## src/rtl/fabric_config_loader_if.sv

```systemverilog
// Bitstream word handshake and pass-start strobe between the programming port and the config loader.
interface fabric_config_loader_if #(
  parameter int WORD_W = 32
);
  logic              start;
  logic [WORD_W-1:0] word_in;
  logic              word_valid;
  logic              word_ready;

  modport master (output start, word_in, word_valid, input word_ready);
  modport slave  (input start, word_in, word_valid, output word_ready);
endinterface

```

## src/rtl/fabric_config_loader.sv

```systemverilog
// Serialises bitstream words LSB-first into one clb_tile column chain, then strobes set; CRC check under CFG_LOADER_CRC_EN.
// Latency: 1 LOAD + WORD_W shift cycles per word, then SET and DONE; word_valid low stalls in LOAD with no shifting.
module fabric_config_loader #(
  parameter int WORD_W    = 32,
  parameter int CHAIN_LEN = 1024,
  parameter int CNT_W     = $clog2(CHAIN_LEN + 1)
) (
  input  logic                    clk,
  input  logic                    rst,
  fabric_config_loader_if.slave   cfg,
  output logic                    shift_out,
  output logic                    shift_en,
  output logic                    set_out,
  output logic                    busy,
  output logic                    done,
  output logic                    err
);

  localparam int WB_W = $clog2(WORD_W + 1);

  typedef enum logic [2:0] {
    IDLE, LOAD, SHIFT, SET, DONE
`ifdef CFG_LOADER_CRC_EN
    , CHECK
`endif
  } state_t;

  state_t            state;
  logic [WORD_W-1:0] shreg;
  logic [WORD_W-1:0] shreg_nxt;
  logic [WB_W-1:0]   word_bits;
  logic [CNT_W-1:0]  bit_cnt;
  logic              last_bit;
  logic              word_end;

  assign shreg_nxt = shreg >> 1;
  assign last_bit  = (bit_cnt == CNT_W'(CHAIN_LEN - 1));
  assign word_end  = (word_bits == WB_W'(1));

`ifdef CFG_LOADER_CRC_EN
  logic [15:0] crc;
  logic [15:0] crc_nxt;

  // shift_out holds the bit currently on the chain, so it is the CRC input.
  assign crc_nxt = {crc[14:0], 1'b0} ^ ((crc[15] ^ shift_out) ? 16'h1021 : 16'h0000);
  assign cfg.word_ready = (state == LOAD) || (state == CHECK);
`else
  assign cfg.word_ready = (state == LOAD);
  assign err = 1'b0;
`endif

  always_ff @(posedge clk) begin
    if (rst) begin
      state     <= IDLE;
      shreg     <= '0;
      word_bits <= '0;
      bit_cnt   <= '0;
      shift_out <= 1'b0;
      shift_en  <= 1'b0;
      set_out   <= 1'b0;
      busy      <= 1'b0;
      done      <= 1'b0;
`ifdef CFG_LOADER_CRC_EN
      err       <= 1'b0;
      crc       <= 16'hFFFF;
`endif
    end else begin
      shift_out <= 1'b0;
      shift_en  <= 1'b0;
      set_out   <= 1'b0;
      done      <= 1'b0;
`ifdef CFG_LOADER_CRC_EN
      err       <= 1'b0;
`endif
      case (state)
        IDLE: begin
          if (cfg.start) begin
            state <= LOAD;
            busy  <= 1'b1;
`ifdef CFG_LOADER_CRC_EN
            crc   <= 16'hFFFF;
`endif
          end
        end
        LOAD: begin
          if (cfg.word_valid) begin
            shreg     <= cfg.word_in;
            word_bits <= WB_W'(WORD_W);
            state     <= SHIFT;
            shift_en  <= 1'b1;
            shift_out <= cfg.word_in[0];
          end
        end
        SHIFT: begin
          shreg     <= shreg_nxt;
          word_bits <= word_bits - 1'b1;
          bit_cnt   <= bit_cnt + 1'b1;
`ifdef CFG_LOADER_CRC_EN
          crc       <= crc_nxt;
`endif
          // Chain length wins over word length: leftover high bits of a partial word are dropped.
          if (last_bit) begin
`ifdef CFG_LOADER_CRC_EN
            state   <= CHECK;
`else
            state   <= SET;
            set_out <= 1'b1;
`endif
          end else if (word_end) begin
            state <= LOAD;
          end else begin
            shift_en  <= 1'b1;
            shift_out <= shreg_nxt[0];
          end
        end
        SET: begin
          state <= DONE;
          done  <= 1'b1;
        end
        DONE: begin
          state   <= IDLE;
          busy    <= 1'b0;
          bit_cnt <= '0;
        end
`ifdef CFG_LOADER_CRC_EN
        CHECK: begin
          if (cfg.word_valid) begin
            if (cfg.word_in[15:0] == crc) begin
              state   <= SET;
              set_out <= 1'b1;
            end else begin
              state <= DONE;
              done  <= 1'b1;
              err   <= 1'b1;
            end
          end
        end
`endif
        default: state <= IDLE;
      endcase
    end
  end

endmodule

```

## src/flat_wrapper.sv

```systemverilog
// flat-port wrapper written by rule: the top's interface ports become plain ports
module fabric_config_loader_flat 
#(
  parameter int WORD_W    = 32,
  parameter int CHAIN_LEN = 1024,
  parameter int CNT_W     = $clog2(CHAIN_LEN + 1)
)
  (clk, rst, shift_out, shift_en, set_out, busy, done, err, cfg_start, cfg_word_in, cfg_word_valid, cfg_word_ready);
  fabric_config_loader_if #(.WORD_W(WORD_W)) cfg_i ();
  input  logic clk;
  input  logic rst;
  output logic shift_out;
  output logic shift_en;
  output logic set_out;
  output logic busy;
  output logic done;
  output logic err;
  input wire logic [$bits(cfg_i.start)-1:0] cfg_start;
  input wire logic [$bits(cfg_i.word_in)-1:0] cfg_word_in;
  input wire logic [$bits(cfg_i.word_valid)-1:0] cfg_word_valid;
  output wire logic [$bits(cfg_i.word_ready)-1:0] cfg_word_ready;
  assign cfg_i.start = cfg_start;
  assign cfg_i.word_in = cfg_word_in;
  assign cfg_i.word_valid = cfg_word_valid;
  assign cfg_word_ready = cfg_i.word_ready;
  fabric_config_loader #(.WORD_W(WORD_W), .CHAIN_LEN(CHAIN_LEN), .CNT_W(CNT_W)) u_core (.clk(clk), .rst(rst), .cfg(cfg_i), .shift_out(shift_out), .shift_en(shift_en), .set_out(set_out), .busy(busy), .done(done), .err(err));
endmodule
```

## config.mk

```make
export PLATFORM = sky130hd
export DESIGN_NAME = fabric_config_loader_flat
export DESIGN_NICKNAME = d
export VERILOG_FILES = /design/src/rtl/fabric_config_loader_if.sv /design/src/rtl/fabric_config_loader.sv /design/src/flat_wrapper.sv
export SDC_FILE = /design/constraint.sdc
export NUM_CORES = 1
export LEC_CHECK = 0
export ABC_AREA = 0
export BUFFER_PORTS_ARGS = -buffer_cell sky130_fd_sc_hd__buf_2
export CAP_MARGIN = 5
export CORE_ASPECT_RATIO = 1.75
export CORE_MARGIN = 2
export CORE_UTILIZATION = 49
export CTS_CLUSTER_DIAMETER = 150
export DETAILED_ROUTE_END_ITERATION = 8
export GPL_TIMING_DRIVEN = 0
export MAX_ROUTING_LAYER = met4
export PLACE_DENSITY = 0.74
export SLEW_MARGIN = 0
export SYNTH_ARGS = -nofsm -noshare
export SYNTH_HDL_FRONTEND = slang
export SYNTH_SLANG_ARGS = --single-unit
```

## constraint.sdc

```tcl
create_clock -name clk -period 1.81 [get_ports clk]
set_clock_uncertainty 0.15 [all_clocks]
set_input_delay 0.362 -clock clk [delete_from_list [all_inputs] [get_ports clk]]
set_output_delay 0.362 -clock clk [all_outputs]
set_load 0.05 [all_outputs]
```

# == After elaboration in Yosys (flattened, before gate mapping) ==
# Cells that the tools add are included.
# Widths: inputs -> output; s select.
# totals
output_inout_bits,7
reg_bits,57
input_bits,36
# op_classes
n_addsub,2
eq_ne,9
n_reduce_logical,8
bitwise_logic,1
muxes,22
# op_table
cell,count
$pmux 32 s2,1
$mux 32,1
$pmux 11 s2,1
$mux 3,4
$pmux 3 s4,1
$pmux 6 s2,1
$add 11x1->11 const B,1
$eq 11x10->1 const B,1
$mux 1,9
$eq 3x2->1 const B,2
$eq 6x1->1 const B,1
$mux 6,1
$pmux 1 s2,3
$reduce_bool 2->1,3
$sub 6x1->6 const B,1
$ne 2x2->1 const B,2
$reduce_and 2->1,2
$eq 3x1->1 const B,1
$eq 3x3->1 const B,1
$logic_not 3->1,1
$ne 3x1->1 const B,1
$reduce_and 3->1,1
$reduce_or 2->1,1
$not 1->1,1

# == Logic depth before layout (Yosys ltp) ==
# logic_depth
depth_word,4
ltp_mapped,7
depth_no_buf,6

# == Worst setup path after synthesis ==
# Ideal clock, no wire load.
# synth_path
path_kind,register to register
from,reg u_core.bit_cnt[0]
to,reg u_core.state[0]
required_time_ns,1.539
path_slack_ns,-0.125
synth_period_minus_slack_ns,1.935
t_arrival_ns,1.664
n_path_buf,0
path_stages_with_launch,6
path_cell_list,dfxtp_1 > ha_1 > nand3_1 > or4_1 > a21oi_1 > mux2_2
# synth_via
elab_chain_len,3
# synth_lines
item,line,rtl
"start, declared",fabric_config_loader.sv:32,logic [CNT_W-1:0] bit_cnt;
"start signal, assigned",fabric_config_loader.sv:97,bit_cnt <= bit_cnt + 1'b1;
$eq 11x10->1 *,fabric_config_loader.sv:37,assign last_bit = (bit_cnt == CNT_W'(CHAIN_LEN - 1));
$mux 3 or $ne 3x1->1 (tied branches),-,
$pmux 3 s4 or $reduce_and 3->1 (tied branches),-,
"end signal, assigned",fabric_config_loader.sv:78,state <= LOAD;
"end signal, assigned",fabric_config_loader.sv:106,state <= SET;
"end signal, assigned",fabric_config_loader.sv:110,state <= LOAD;
"end, declared",fabric_config_loader.sv:28,state_t state;
# Mark *: on every way between the ends. The rest lies on a longest branch, timed or not.
# A chain may end at the register's enable or synchronous reset.

# == Worst setup path in the final report ==
# layout_path
from,reg u_core.bit_cnt[1]
to,reg u_core.state[0]
# Same word-level chain as after synthesis.

==> results.sh <==
export IMPL_fillers=444
export IMPL_synth_edf_count=0
export IMPL_crit_path_cell_trace="ha_4 > nand3_2 > or4_4 > a21oi_2 > mux2_4"
export IMPL_dp_cells=375
export IMPL_period_minus_slack_ps=1800
export IMPL_ys_flop_type="dfxtp_1"
export IMPL_max_slew_worst_pin_slew_ps=588
export IMPL_maxCapViolCount=0
export IMPL_ys_types=46
export IMPL_critical_path_class="flop to flop"
export IMPL_leakage_uw=0.00108
export IMPL_netlist_area_um2=2420
export IMPL_wl_met1_um=2230
export IMPL_drt_wl_total_um=5650
export IMPL_htree_levels=2
export IMPL_routed_wl_met2_um=3130
export IMPL_drc=0
export IMPL_grt_overflow_total=0
export IMPL_netlist_area_leader_share=0.463
export IMPL_period_share=0.995
export IMPL_crit_fanout=4
export IMPL_multi_input_area_um2=1270
export IMPL_ys_seq_area_frac=0.463
export IMPL_drt_iter0_drc=59
export IMPL_slew_violations=0
export IMPL_drive_gt1_frac=0.302
export IMPL_area_delta_synth_final_pct=22.2
export IMPL_async_flop_share=0
export IMPL_ant_nets=0
export IMPL_combPwrFrac=0.333
export IMPL_drt_first_pass_iters=4
export IMPL_synthTopCellsByArea="dfxtp_1 (46%), a22oi_1 (9.6%), a21oi_1 (9.5%)"
export IMPL_setup_worst_path_end_class="flop"
export IMPL_utilization=0.628
export IMPL_crit_arrival_ps=1860
export IMPL_r2r_cells=5
export IMPL_worstPathRequired_ps=1870
export IMPL_setup_viol=0
export IMPL_cellInternalPower_uw=2120
export IMPL_coreArea_um2=4710
export IMPL_first_global_vias=2107
export IMPL_pwr_share_seq=0.448
export IMPL_cp_slowest_stage_delay_ps=450
export IMPL_diodes=0
export IMPL_r2r_end="u_core.state[0]$_SDFFE_PP0P_"
export IMPL_grt_pass1_wl_um=9270
export IMPL_crit_start="u_core.bit_cnt[1]$_SDFFE_PP0P_"
export IMPL_setup_tns_final_ps=0
export IMPL_rsz0062_at_grt="true"
export IMPL_ir_worst_vdd_v=0.000930
export IMPL_cts_tree="done"
export IMPL_post_synth_cell_area_avg_um2=8.55
export IMPL_via_per_inst=5.87
export IMPL_dieArea_um2=5540
export IMPL_ys_ff_latch=56
export IMPL_rows=33
export IMPL_fin_ws_ps=9.07
export IMPL_switching_share=0.359
export IMPL_clock_path_buffers=2
export IMPL_grt_max_degree=17
export IMPL_p_switching_uw=1190
export IMPL_num_vias=2264
export IMPL_regArea_um2=1150
export IMPL_max_freq_ghz=0.555
export IMPL_final_nets=372
export IMPL_cts_sinks=56
export IMPL_grt_use_total=0.212
export IMPL_power_density_nw_per_um2=1120
export IMPL_pre_cts_ws_ps=-229
export IMPL_dr_wl_met3_um=191
export IMPL_top_layer="met4"
export IMPL_instances_no_fill=386
export IMPL_wl_per_cell_um=14.6
export IMPL_crit_path_start_kind="flop"
export IMPL_clock_latency_ps=320
export IMPL_hold_violations=0
export IMPL_cts_buffers=5
export IMPL_hold_depth=3
export IMPL_endpoint="u_core.state[0]$_SDFFE_PP0P_"
export IMPL_numPortBuffers=40
export IMPL_netlist_instances=283
export IMPL_pwr_share_clk=0.218
export IMPL_hold_path_class="primary input to flop"
export IMPL_outcome="finished, final reports clean"
export IMPL_maxSlewHeadroom=0.608
export IMPL_dp_hpwl_um=4070
export IMPL_rrSetupSlack_ps=9
export IMPL_start_util=0.514
export IMPL_die_height_um=97.0
export IMPL_synth_top_cell_by_area="dfxtp_1"
export IMPL_clkSlewWorstSetupHoldPaths_ps=100
export IMPL_gp_congestion=0.825
export IMPL_yosysWarnings=0
export IMPL_die_w_um=57.1
export IMPL_grt_antenna_before_repair=0
export IMPL_cts_hold_buffers=0
export IMPL_synth_nets=322
export IMPL_clockRootBuffer="clkbuf_8"
export IMPL_cpMaxStageDelayCell="or4_4"
export IMPL_pin_count=43
export IMPL_reg2reg_from="u_core.bit_cnt[1]$_SDFFE_PP0P_"
[power by group through the flow]
stage | Clock [uW] | Combinational, uW | Sequential [uW]
finish | 722 | 1100 | 1480
global route | 755 | 1220 | 1500
CTS | 718 | 1030 | 1480
detailed placement | 0 | 947 | 1510
global placement | 0 | 930 | 1500
floorplan | 0 | 693 | 1520
[worst max-delay path: cells and delay by family, from the launching register on]
family | cells | cell delay (ps)
AO/OA/AOI/OAI | 1 | 170
adder cells (fa/ha/maj) | 1 | 160
flip-flops | 1 | 380
AND/OR/NAND/NOR | 2 | 530
multiplexers | 1 | 310
[metrics by stage]
step | total power (uW) | hold slack (ps) | instance area, um2
2_1_floorplan | 2210 | 287 | 2430
3_3_place_gp | 2430 | 292 | 2700
3_5_place_dp | 2460 | 300 | 2700
4_1_cts | 3230 | 142 | 2870
5_1_grt | 3470 | 149 | 2960
6_report | 3300 | 146 | 2960
[what timing repair did]
item	in CTS	in global routing
hold endpoints to repair	0	0
setup buffers	1	3
pin swaps	3	2
endpoints found under the setup margin	48	35
resized for setup	27	31
[metal layers]
layer / vias up / GRT usage
met4: 0 / 0.0769
met1: 1084 / 0.223
li1: 1122 / -
met3: 9 / 0.0321
met2: 49 / 0.387
met5: - / -
[synth_stat cells, drive strengths merged (2+ instances only)]
library cell,n
or3,3
nor4,2
o21ai,4
buf,9
ha,3
a22oi,31
a311oi,3
and3b,2
xor2,2
nor3b,3
inv,3
a21oi,46
o211ai,2
nor2,19
or3b,2
a31oi,2
nand2,44
dfxtp,56
nor2b,2
nor3,8
nand3b,2
clkbuf,14
nand3,4
or4,2
[worst min path at each step]
stage	from	endpoint
floorplan	u_core.shreg[1]$_SDFFE_PP0P_	u_core.shreg[1]$_SDFFE_PP0P_
global placement	u_core.shreg[12]$_SDFFE_PP0P_	u_core.shreg[12]$_SDFFE_PP0P_
detailed placement	u_core.shreg[9]$_SDFFE_PP0P_	u_core.shreg[9]$_SDFFE_PP0P_
CTS	cfg_word_in[31]	u_core.shreg[31]$_SDFFE_PP0P_
global route	cfg_word_in[31]	u_core.shreg[31]$_SDFFE_PP0P_
finish	cfg_word_in[31]	u_core.shreg[31]$_SDFFE_PP0P_
[cells by family (layout without fill, tap and decap cells)]
| logic type | Yosys count | in the layout | share of synthesized area |
|---|---|---|---|
| AO/OA/AOI/OAI | 96 | 96 | 0.253 |
| XOR/XNOR | 2 | 2 | 0.00724 |
| AND/OR/NAND/NOR | 98 | 98 | 0.204 |
| adder cells (fa/ha/maj) | 3 | 3 | 0.0155 |
| multiplexers | 1 | 1 | 0.00465 |
| other | 1 | 1 | 0.00155 |
| buffers and inverters | 26 | 77 | 0.0507 |
| flip-flops | 56 | 56 | 0.463 |
[flip-flops by register name, summed over array words and instances (netlist names)]
signal,cells
u_core.done,1
u_core.word_bits,6
u_core.bit_cnt,11
u_core.set_out,1
u_core.shift_en,1
u_core.shreg,31
u_core.busy,1
u_core.shift_out,1
u_core.state,3
[cells in the final DEF (no fill, tap or decap), types with 3 or more instances in the layout]
cell / instances
buf_6: 3
nand3_1: 3
nand2_1: 42
clkbuf_1: 6
nor2_1: 17
a21oi_1: 45
dfxtp_4: 6
a22oi_1: 31
dfxtp_1: 48
o21ai_0: 3
clkbuf_4: 5
buf_4: 8
buf_2: 41
clkbuf_8: 6
clkbuf_2: 3
nor3_1: 8
[cell type report]
class                      count  area share
multi-input combinational    201       0.429
sequential                    56       0.388
timing repair buffer          44      0.0800
buffer                        22      0.0466
clock buffer                   6      0.0279
tap                           52      0.0220
inverter                       3     0.00381
clock inverter                 2     0.00339
No activity file was read; power rests on OpenSTA's default activity.
